===== src/rtl/encoder_8b10b.sv =====
// rtl/encoder_8b10b.sv - registered 8b/10b encoder with running disparity
// 5b/6b and 3b/4b lookups feed one 10-bit output register and a 1-bit RD register.
module encoder_8b10b (
   input  logic       clk,
   input  logic       rst,
   input  logic       enb,
   input  logic       K,
   input  logic [7:0] entradas,
   output logic [9:0] salidas
);

   logic [4:0] x;
   logic [2:0] y;
   logic       k28, kx7, a7;
   logic [5:0] c6n, c6;
   logic [3:0] c4n, c4;
   logic       neutral6, neutral4, rd6;
   logic       rd_q, rd_d;
   logic [9:0] salidas_q, salidas_d;

   assign x       = entradas[4:0];
   assign y       = entradas[7:5];
   assign salidas = salidas_q;

   // Invalid K requests fall through to the plain D encoding.
   assign k28 = K && (x == 5'd28);
   assign kx7 = K && (y == 3'd7) &&
                ((x == 5'd23) || (x == 5'd27) || (x == 5'd29) || (x == 5'd30));

   always_comb begin
      c6n = 6'b000000;
      case (x)
         5'd0:  c6n = 6'b100111;
         5'd1:  c6n = 6'b011101;
         5'd2:  c6n = 6'b101101;
         5'd3:  c6n = 6'b110001;
         5'd4:  c6n = 6'b110101;
         5'd5:  c6n = 6'b101001;
         5'd6:  c6n = 6'b011001;
         5'd7:  c6n = 6'b111000;
         5'd8:  c6n = 6'b111001;
         5'd9:  c6n = 6'b100101;
         5'd10: c6n = 6'b010101;
         5'd11: c6n = 6'b110100;
         5'd12: c6n = 6'b001101;
         5'd13: c6n = 6'b101100;
         5'd14: c6n = 6'b011100;
         5'd15: c6n = 6'b010111;
         5'd16: c6n = 6'b011011;
         5'd17: c6n = 6'b100011;
         5'd18: c6n = 6'b010011;
         5'd19: c6n = 6'b110010;
         5'd20: c6n = 6'b001011;
         5'd21: c6n = 6'b101010;
         5'd22: c6n = 6'b011010;
         5'd23: c6n = 6'b111010;
         5'd24: c6n = 6'b110011;
         5'd25: c6n = 6'b100110;
         5'd26: c6n = 6'b010110;
         5'd27: c6n = 6'b110110;
         5'd28: c6n = 6'b001110;
         5'd29: c6n = 6'b101110;
         5'd30: c6n = 6'b011110;
         default: c6n = 6'b101011;
      endcase
      if (k28) c6n = 6'b001111;
      neutral6 = ($countones(c6n) == 3);
      // D.7 is balanced but still flips at RD+ to avoid a run of three ones/zeros.
      c6  = (rd_q && (!neutral6 || ((x == 5'd7) && !k28))) ? ~c6n : c6n;
      rd6 = rd_q ^ !neutral6;

      a7 = kx7 || (!rd6 && ((x == 5'd17) || (x == 5'd18) || (x == 5'd20)))
               || ( rd6 && ((x == 5'd11) || (x == 5'd13) || (x == 5'd14)));

      c4n = 4'b0000;
      if (k28) begin
         case (y)
            3'd0: c4n = 4'b1011;
            3'd1: c4n = 4'b0110;
            3'd2: c4n = 4'b1010;
            3'd3: c4n = 4'b1100;
            3'd4: c4n = 4'b1101;
            3'd5: c4n = 4'b0101;
            3'd6: c4n = 4'b1001;
            default: c4n = 4'b0111;
         endcase
      end else begin
         case (y)
            3'd0: c4n = 4'b1011;
            3'd1: c4n = 4'b1001;
            3'd2: c4n = 4'b0101;
            3'd3: c4n = 4'b1100;
            3'd4: c4n = 4'b1101;
            3'd5: c4n = 4'b1010;
            3'd6: c4n = 4'b0110;
            default: c4n = a7 ? 4'b0111 : 4'b1110;
         endcase
      end
      neutral4 = ($countones(c4n) == 2);
      // K.28 4b codes all invert at RD+ so the comma survives on either polarity.
      c4 = (rd6 && (k28 || !neutral4 || (y == 3'd3))) ? ~c4n : c4n;

      salidas_d = {c6, c4};
      rd_d      = rd6 ^ !neutral4;
   end

   always_ff @(posedge clk or posedge rst) begin
      if (rst) begin
         salidas_q <= 10'h000;
         rd_q      <= 1'b0;
      end else if (enb) begin
         salidas_q <= salidas_d;
         rd_q      <= rd_d;
      end
   end

endmodule


===== config.mk =====
export PLATFORM = sky130hd
export DESIGN_NAME = encoder_8b10b
export DESIGN_NICKNAME = d
export VERILOG_FILES = /design/src/rtl/encoder_8b10b.sv
export SDC_FILE = /design/constraint.sdc
export NUM_CORES = 1
export LEC_CHECK = 0
export ABC_AREA = 0
export ABC_CLOCK_PERIOD_IN_PS = 3400
export BUFFER_PORTS_ARGS = -buffer_cell sky130_fd_sc_hd__buf_4
export CORE_MARGIN = 2
export CORE_UTILIZATION = 57
export DETAILED_ROUTE_END_ITERATION = 10
export PLACE_DENSITY = 0.8
export SYNTH_ARGS = -nofsm -noshare
export SYNTH_HDL_FRONTEND = slang
export SYNTH_SLANG_ARGS = --single-unit

===== constraint.sdc =====
create_clock -name clk -period 3.4 [get_ports clk]
set_input_delay 0.17 -clock clk [delete_from_list [all_inputs] [get_ports clk]]
set_output_delay 0.17 -clock clk [all_outputs]
set_load 0.02 [all_outputs]

After elaboration in Yosys (flattened, before gate mapping):

Memory sizes are Yosys's and may differ from the RTL's.
Cells that the tools add are included.

* reduce and logical (&&, ||, !) cells: 25
* add/subtract/negate cells: 8
* bitwise gates (word level): 4
* mux-type cells: 7
* equal/unequal tests: 21

Operator list (count)
* case mux 4 bit (7 select lines): 2
* == test 5 bit, second input constant: 8
* == test 5 x 4 -> 1 bit, second input constant: 3
* == test 3 bit, second input constant: 4
* logical OR 1 bit: 12
* two-way mux 4 bit: 3
* two-way mux 6 bit: 2
* adder 1 x 1 -> 2 bit: 5
* == test 3 x 2 -> 1 bit, second input constant: 3
* logical AND 1 bit: 8
* adder 2 x 2 -> 3 bit: 2
* inverter 6 bit: 1
* == test 5 x 3 -> 1 bit, second input constant: 1
* adder 3 x 2 -> 4 bit: 1
* == test 4 x 2 -> 1 bit, second input constant: 1
* zero test 1 bit: 4
* inverter 4 bit: 1
* == test 3 x 1 -> 1 bit, second input constant: 1
* zero test 3 bit: 1
* XOR 1 bit: 2

* register bits: 11
* memories kept: 1
* bits in read-only memories: 192
* word-level logic and storage cells: 68

Memories
* (name not given): depth 32, bits a word 6, read ports 1, clocked after memory_dff 0, write ports 0, RTL line 32 `case (x)`

Logic depth before layout (Yosys ltp):

Gate-level depths: netlist of run 1.

* depth after elaboration: 24
* mapped depth: 25
* depth with buffers taken out: 25

Worst setup path after synthesis of run 1:

OpenSTA, ideal clock, no wires.

* path type: input to register
* from: in entradas[0]
* to: reg salidas_q[0] (netlist: salidas[0])
* data required time: 3.329 ns
* stages on the path: 24
* setup slack: -2.295 ns
* path buffers: 0
* data arrival time: 5.624 ns
* cells stage by stage: inv_1 ha_1 nand2_1 nand2_1 a211o_1 and3_1 fa_1 inv_1 fa_1 ha_1 inv_1 fa_1 nand3b_4 xor2_1 o211ai_1 o21ai_0 fa_1 ha_1 ha_1 nor3b_1 o211ai_1 a21oi_1 or3b_1 nand4_1

* word-level cells in the longest chain between the ends: 24
* elaborated cells between the ends (all ways): 48
* classes of those cells: add/sub (8); eq/ne (13); mux (5); bitwise (2); reduce/logical (19); memory (1)

Ends and longest elaborated chain
* start: declaration: RTL line 8 `input logic [7:0] entradas,`
* branches (longest 23 deep; another with memory read (32 x 6 bit))
* two-way mux 4 bit *: RTL line 101 `c4 = (rd6 && (k28 || !neutral4 || (y == 3'd3))) ? ~c4n : c4n;`
* end signal: assignment: RTL line 112 `salidas_q <= salidas_d;`
* end: declaration: RTL line 19 `logic [9:0] salidas_q, salidas_d;`

Every way passes the cells marked *.
A chain may end at the register's enable or synchronous reset.

Worst setup path after layout of run 1:

* from: in entradas[1]
* to: reg salidas_q[2] (netlist: salidas[2])

Same word-level chain as after synthesis.

==> results of run 1 <==
-- worst max-delay path, cell delays in order --
cell and delay [ps]:
buf_8 90, inv_6 40, ha_4 250, nand2_2 60
nand2_1 50, a211o_1 270, and3_4 190, fa_1 480
inv_1 50, fa_1 490, ha_2 160, inv_1 40
fa_1 430, nand3b_4 200, xor2_4 170, o211ai_1 380
o21ai_1 140, fa_1 530, ha_2 190, ha_4 190
nor3b_4 140, o211ai_1 190, nand2_2 200, xnor2_2 180
mux2_4 280
-- cell type report --
type                            instances  area, um2  share of cell area [%]
Tap cell                               30       37.5                    1.65
Inverter                               10       47.5                    2.10
Multi-Input combinational cell        134       1230                    54.3
Clock buffer                            4       26.3                    1.16
Timing Repair Buffer                   82        649                    28.6
Sequential cell                        11        275                    12.1
-- layer usage --
layer	global-route usage (%)	wire length, um	up-vias
li1	-	-	747
met1	33.2	1890	780
met2	63.3	2670	54
met3	4.92	243	21
met4	15.4	221	0
met5	0	0	-
-- final timing paths --
| path | from | endpoint | slack, ps | cells after the start |
|---|---|---|---|---|
| setup reg to reg | rd_q | salidas[2] | 130 | 11 |
| hold reg to reg | salidas[4] | salidas[4] | 490 | 2 |
| max in group asynchronous | rst | salidas[9] | 2620 | 3 |
| setup / recovery | entradas[1] | salidas[2] | -2000 | 25 |
| min in group asynchronous | rst | salidas[2] | 450 | 3 |
| hold / removal | enb | salidas[1] | 200 | 2 |
-- per-stage QoR --
step	hold slack [ps]	power (mW)	cell area [um2]
finish	196	1.24	2270
global route	208	1.31	2270
CTS	194	1.17	2210
detailed placement	192	0.973	2040
global placement	169	0.931	2040
floorplan	22.4	0.702	1560
-- flip-flops by register name (all words and copies together) (netlist names) --
name / flops
salidas: 10
rd_q: 1
-- kinds of logic (layout without fill, tap and decap cells) --
family | after synthesis | count (layout) | synth area share [%]
mux | 9 | 9 | 6.68
fa+ha+maj | 15 | 15 | 14.9
xor+xnor | 11 | 11 | 6.59
buf+inv | 20 | 96 | 6.51
simple gates | 57 | 57 | 21.7
compound gates | 42 | 42 | 24.7
flops | 11 | 11 | 18.8
-- timing repair --
action,in CTS,in global routing
pin swaps,13,9
endpoints found under the hold margin,11,0
gates resized for setup,15,5
hold buffers,1,0
setup endpoints to repair,11,11
setup buffers,10,5
-- Yosys cell counts (2+ instances only) --
cell type	count	share of area (%)
a2111oi_2	2	2.1
a211o_1	4	2.4
a211oi_1	3	1.5
a211oi_2	2	1.7
a21oi_1	5	1.7
and2_1	2	0.86
and3_1	5	2.1
buf_2	4	1.4
buf_4	2	1.0
clkbuf_1	2	0.51
dfrtp_1	11	19
fa_1	4	5.5
ha_1	11	9.4
inv_1	10	2.6
mux2_2	6	4.6
mux2i_1	3	2.1
nand2_1	14	3.6
nand2b_1	4	1.7
nand3_1	4	1.4
nor2_1	9	2.3
nor2b_1	5	2.1
nor3_1	3	1.0
nor3b_1	4	2.1
o2111a_1	2	1.5
o211ai_1	4	2.1
o21ai_0	7	2.4
o31ai_1	2	1.0
xnor2_1	5	3.0
xor2_1	6	3.6
-- power by group through the flow --
stage | combinational, mW | clock [mW] | sequential, mW
2_1_floorplan | 0.387 | 0 | 0.315
3_5_place_dp | 0.727 | 0 | 0.246
3_3_place_gp | 0.689 | 0 | 0.242
6_report | 0.893 | 0.0926 | 0.253
4_1_cts | 0.828 | 0.0923 | 0.245
5_1_grt | 0.957 | 0.0990 | 0.257
==> results.cfg, run 1 <==
[run_status]
run_status = finished, violations left
violations = negative setup slack

[clock_tree]
cts-root-buf = clkbuf_4
cts_tree = done
clock_latency_ps = 280
cts.sinks = 11
cts_buffers = 3
htreeDepth = 1
clkTransAtPathRegs_ps = 80
clockBufferDepth = 2

[power]
powerDensity_nw_per_um2 = 546
p_leak_nw = 1.04
swShare_pct = 42.9
switchingPower_mw = 0.531
p_int_mw = 0.707
power_frac_clock_pct = 7.5
peakVddDrop_mv = 0.867
combPwrFrac_pct = 72.1
seqPwrFrac_pct = 20.4

[timing]
period_minus_slack_ps = 5400
setup_viol = 11
tightest_slew_ps = 506
rsz0062_at_grt = yes
max_freq_mhz = 185
finClkSkew_ps = 11.8
setup_ws_ps = -2000
fin_tns_setup_ps = -10660
min_period_over_period_pct = 159
slew_headroom_pct = 66.0
finalHoldViolations = 0
maxSlewViolCount = 0

[route]
firstDrtPassIters = 4
wirelength_mm = 5.02
drc = 0
drt_iter0_markers = 35
wire_per_inst_um = 18.5
detail-route-antenna-nets = 0
viasPerCell = 5.91
num_vias = 1602

[yosys]
ys_types = 49
ys.flop_type = dfrtp_1
async_reset_ff_share_pct = 100
synth_cells = 165
ys_seq_area_share_pct = 18.8
ys_warn_count = 0
synth_edf_count = 0
avgSynthCellArea_um2 = 8.86
ys_ff_latch = 11
syn_nets = 192
netlist_area_um2 = 1460

[layout]
stdcell_count = 271
fin_util_pct = 92.4
area_growth_pct = 55.2
drive_above_1_share_pct = 51.5
layout_common_cells = buf_4 (76), nand2_1 (11), dfrtp_1 (11)
layout_commonest_cell = buf_4
nNetsFinal = 269
diodes = 0
fillers = 95

[placement]
hpwl_mm = 3.23
gp_congestion = 0.899
io_buffers = 21
pre_cts_slack_ps = -2300
place_inst = 252

[global_routing]
overflow = 0
antenna_found_initial = 0
grt_max_degree = 14
grt_pass1_vias = 1517
grt_use_total_pct = 32.6
grt_pass1_wl_mm = 6.78

[job]
cap_violations = 0

[floorplanning]
die_area_um2 = 2980
core-area_um2 = 2450
start_util_pct = 59.5
fp.dieW_um = 54.6
ios = 22
die_h_um = 54.6
row_count = 18

[critical_path]
cp-end-kind = register
path_class = in2reg
cp.arrival_ps = 5570
start_kind = input port
cp.required_ps = 3570
path_max_fanout = 4

[min_path]
min_path_type = in2reg
(Power assumes the default switching activity.)
==> run 2, diff against run 1 <==
--- a/config.mk
+++ b/config.mk
@@ -8,10 +8,11 @@
 export ABC_AREA = 0
 export ABC_CLOCK_PERIOD_IN_PS = 3400
 export BUFFER_PORTS_ARGS = -buffer_cell sky130_fd_sc_hd__buf_4
+export CAP_MARGIN = 40
 export CORE_MARGIN = 2
 export CORE_UTILIZATION = 57
 export DETAILED_ROUTE_END_ITERATION = 10
-export PLACE_DENSITY = 0.8
+export PLACE_DENSITY_LB_ADDON = 0.1
 export SYNTH_ARGS = -nofsm -noshare
 export SYNTH_HDL_FRONTEND = slang
 export SYNTH_SLANG_ARGS = --single-unit
==> run 2 against run 1 <==
  * Register-to-register slack got worse by 190 ps
  * Wire length is 5.7% lower
  * Via count decreased by 0.75%
  * The run still ends with negative setup slack left
  * Design area down 0.94%
  * Die area did not move
  * First-iteration DRC count grew 100%
  * Critical path type unchanged
  * Global-route usage shrank 1.8 points
  * Non-clock buffer count is 1 lower
  * Critical path depth up 1
  * Worst setup slack got worse by 150 ps
  * Combinational power shrank 2.4%
  * Maximum frequency fell by 2.8%
==> results.cfg, run 2 (synthesized netlist as in run 1, its figures left out) <==
[critical_path]
path_class = in2reg
crit_buf_inv = 4
ff2ff_path_depth = 12
cp_slowest_cell = fa_1
path_max_fanout = 3
cp.arrival_ps = 5790
rrSetupSlack_ps = -60
start_kind = input port
crit_family = adder cells
crit_path_frequent_cell = fa_1
slowest_delay_ps = 480
timing.rr.end = salidas[0]
reg2reg_from = rd_q
cp.required_ps = 3630
cp-end-kind = register

[floorplanning]
die_area_um2 = 2980
fp.dieW_um = 54.6
ios = 22
core-area_um2 = 2450
row_count = 18
die_h_um = 54.6
start_util_pct = 59.5

[layout]
drive_above_1_share_pct = 50.4
layout_commonest_cell = buf_4
area_growth_pct = 53.8
multi_input_area_um2 = 1210
layout_common_cells = buf_4 (74), nand2_1 (11), dfrtp_1 (11)
largest_reg_flops = 10
regArea_um2 = 275
postLayoutCellArea_um2 = 2250
nNetsFinal = 268
fillers = 103
diodes = 0

[global_routing]
grt_pass1_wl_mm = 6.46
grt_max_degree = 14
grt_pass1_vias = 1463
grt_use_total_pct = 30.8
antenna_found_initial = 0
overflow = 0

[timing]
finClkSkew_ps = 10.0
period_minus_slack_ps = 5560
hold_slack_ps = 188
rsz0062_at_grt = yes
fin_tns_setup_ps = -12360
max_freq_mhz = 180
min_period_over_period_pct = 163
slew_headroom_pct = 66.3
finalHoldViolations = 0
tightest_slew_ps = 503
maxSlewViolCount = 0
setup_viol = 11
setup_ws_ps = -2160

[route]
num_vias = 1590
wirelength_mm = 4.74
wire_per_inst_um = 17.5
drc = 0
firstDrtPassIters = 4
drt_iter0_markers = 70
detail-route-antenna-nets = 0
viasPerCell = 5.89

[clock_tree]
cts_buffers = 3
cts.sinks = 11
htreeDepth = 1
cts-root-buf = clkbuf_4
clock_latency_ps = 290
clockBufferDepth = 2
clkTransAtPathRegs_ps = 80
cts_tree = done

[power]
p_leak_nw = 1.03
peakVddDrop_mv = 0.792
powerDensity_nw_per_um2 = 542

[placement]
pre_cts_slack_ps = -2320
place_area_um2 = 2070
io_buffers = 21
hpwl_mm = 3.19
gp_congestion = 0.800

[min_path]
min_from = enb
hold_depth = 2
min_path_type = in2reg
holdPathEnd = salidas[1]

[run_status]
run_status = finished, violations left
violations = negative setup slack

[job]
cap_violations = 0
-- run 2: what timing repair did --
action | CTS | global route
hold endpoints to repair | 11 | 0
setup buffers | 6 | 4
hold buffers | 1 | 0
gates resized for setup | 15 | 4
pin swaps | 11 | 8
endpoints found under the setup margin | 11 | 11
-- run 2: cell type report --
class                      instances  area share [%]
inverter                          10            2.12
multi-input combinational        134            54.1
tap                               30            1.67
clock buffer                       4            1.17
timing repair buffer              81            28.7
sequential                        11            12.2
-- run 2: how the worst max path moves through the flow --
stage                     start         end  slack, ps  depth (start not counted)
floorplan           entradas[1]  salidas[0]      -1920                         25
global placement    entradas[0]  salidas[0]      -2090                         25
detailed placement  entradas[0]  salidas[0]      -2320                         26
CTS                 entradas[1]  salidas[0]      -1840                         26
global route        entradas[1]  salidas[0]      -2310                         26
finish              entradas[1]  salidas[0]      -2160                         26
-- run 2: through the flow --
step	power, mW	instances	util (%)
final	1.22	270	91.5
after global routing	1.29	270	91.5
after CTS	1.14	266	89.7
after detailed placement	0.981	255	84.2
after global placement	0.939	255	84.2
after floorplan	0.702	165	-
-- run 2: layer usage --
layer | vias up | wire [um] | GRT usage (%)
li1 | 743 | - | -
met1 | 742 | 1870 | 33.8
met2 | 81 | 2380 | 55.6
met3 | 24 | 285 | 8.74
met4 | 0 | 201 | 11.3
met5 | - | 0 | 0
-- run 2: power breakdown --
group | switching (mW) | internal, mW
Combinational | 0.414 | 0.458
Sequential | 0.0511 | 0.197
Clock | 0.0527 | 0.0458
Total | 0.518 | 0.701
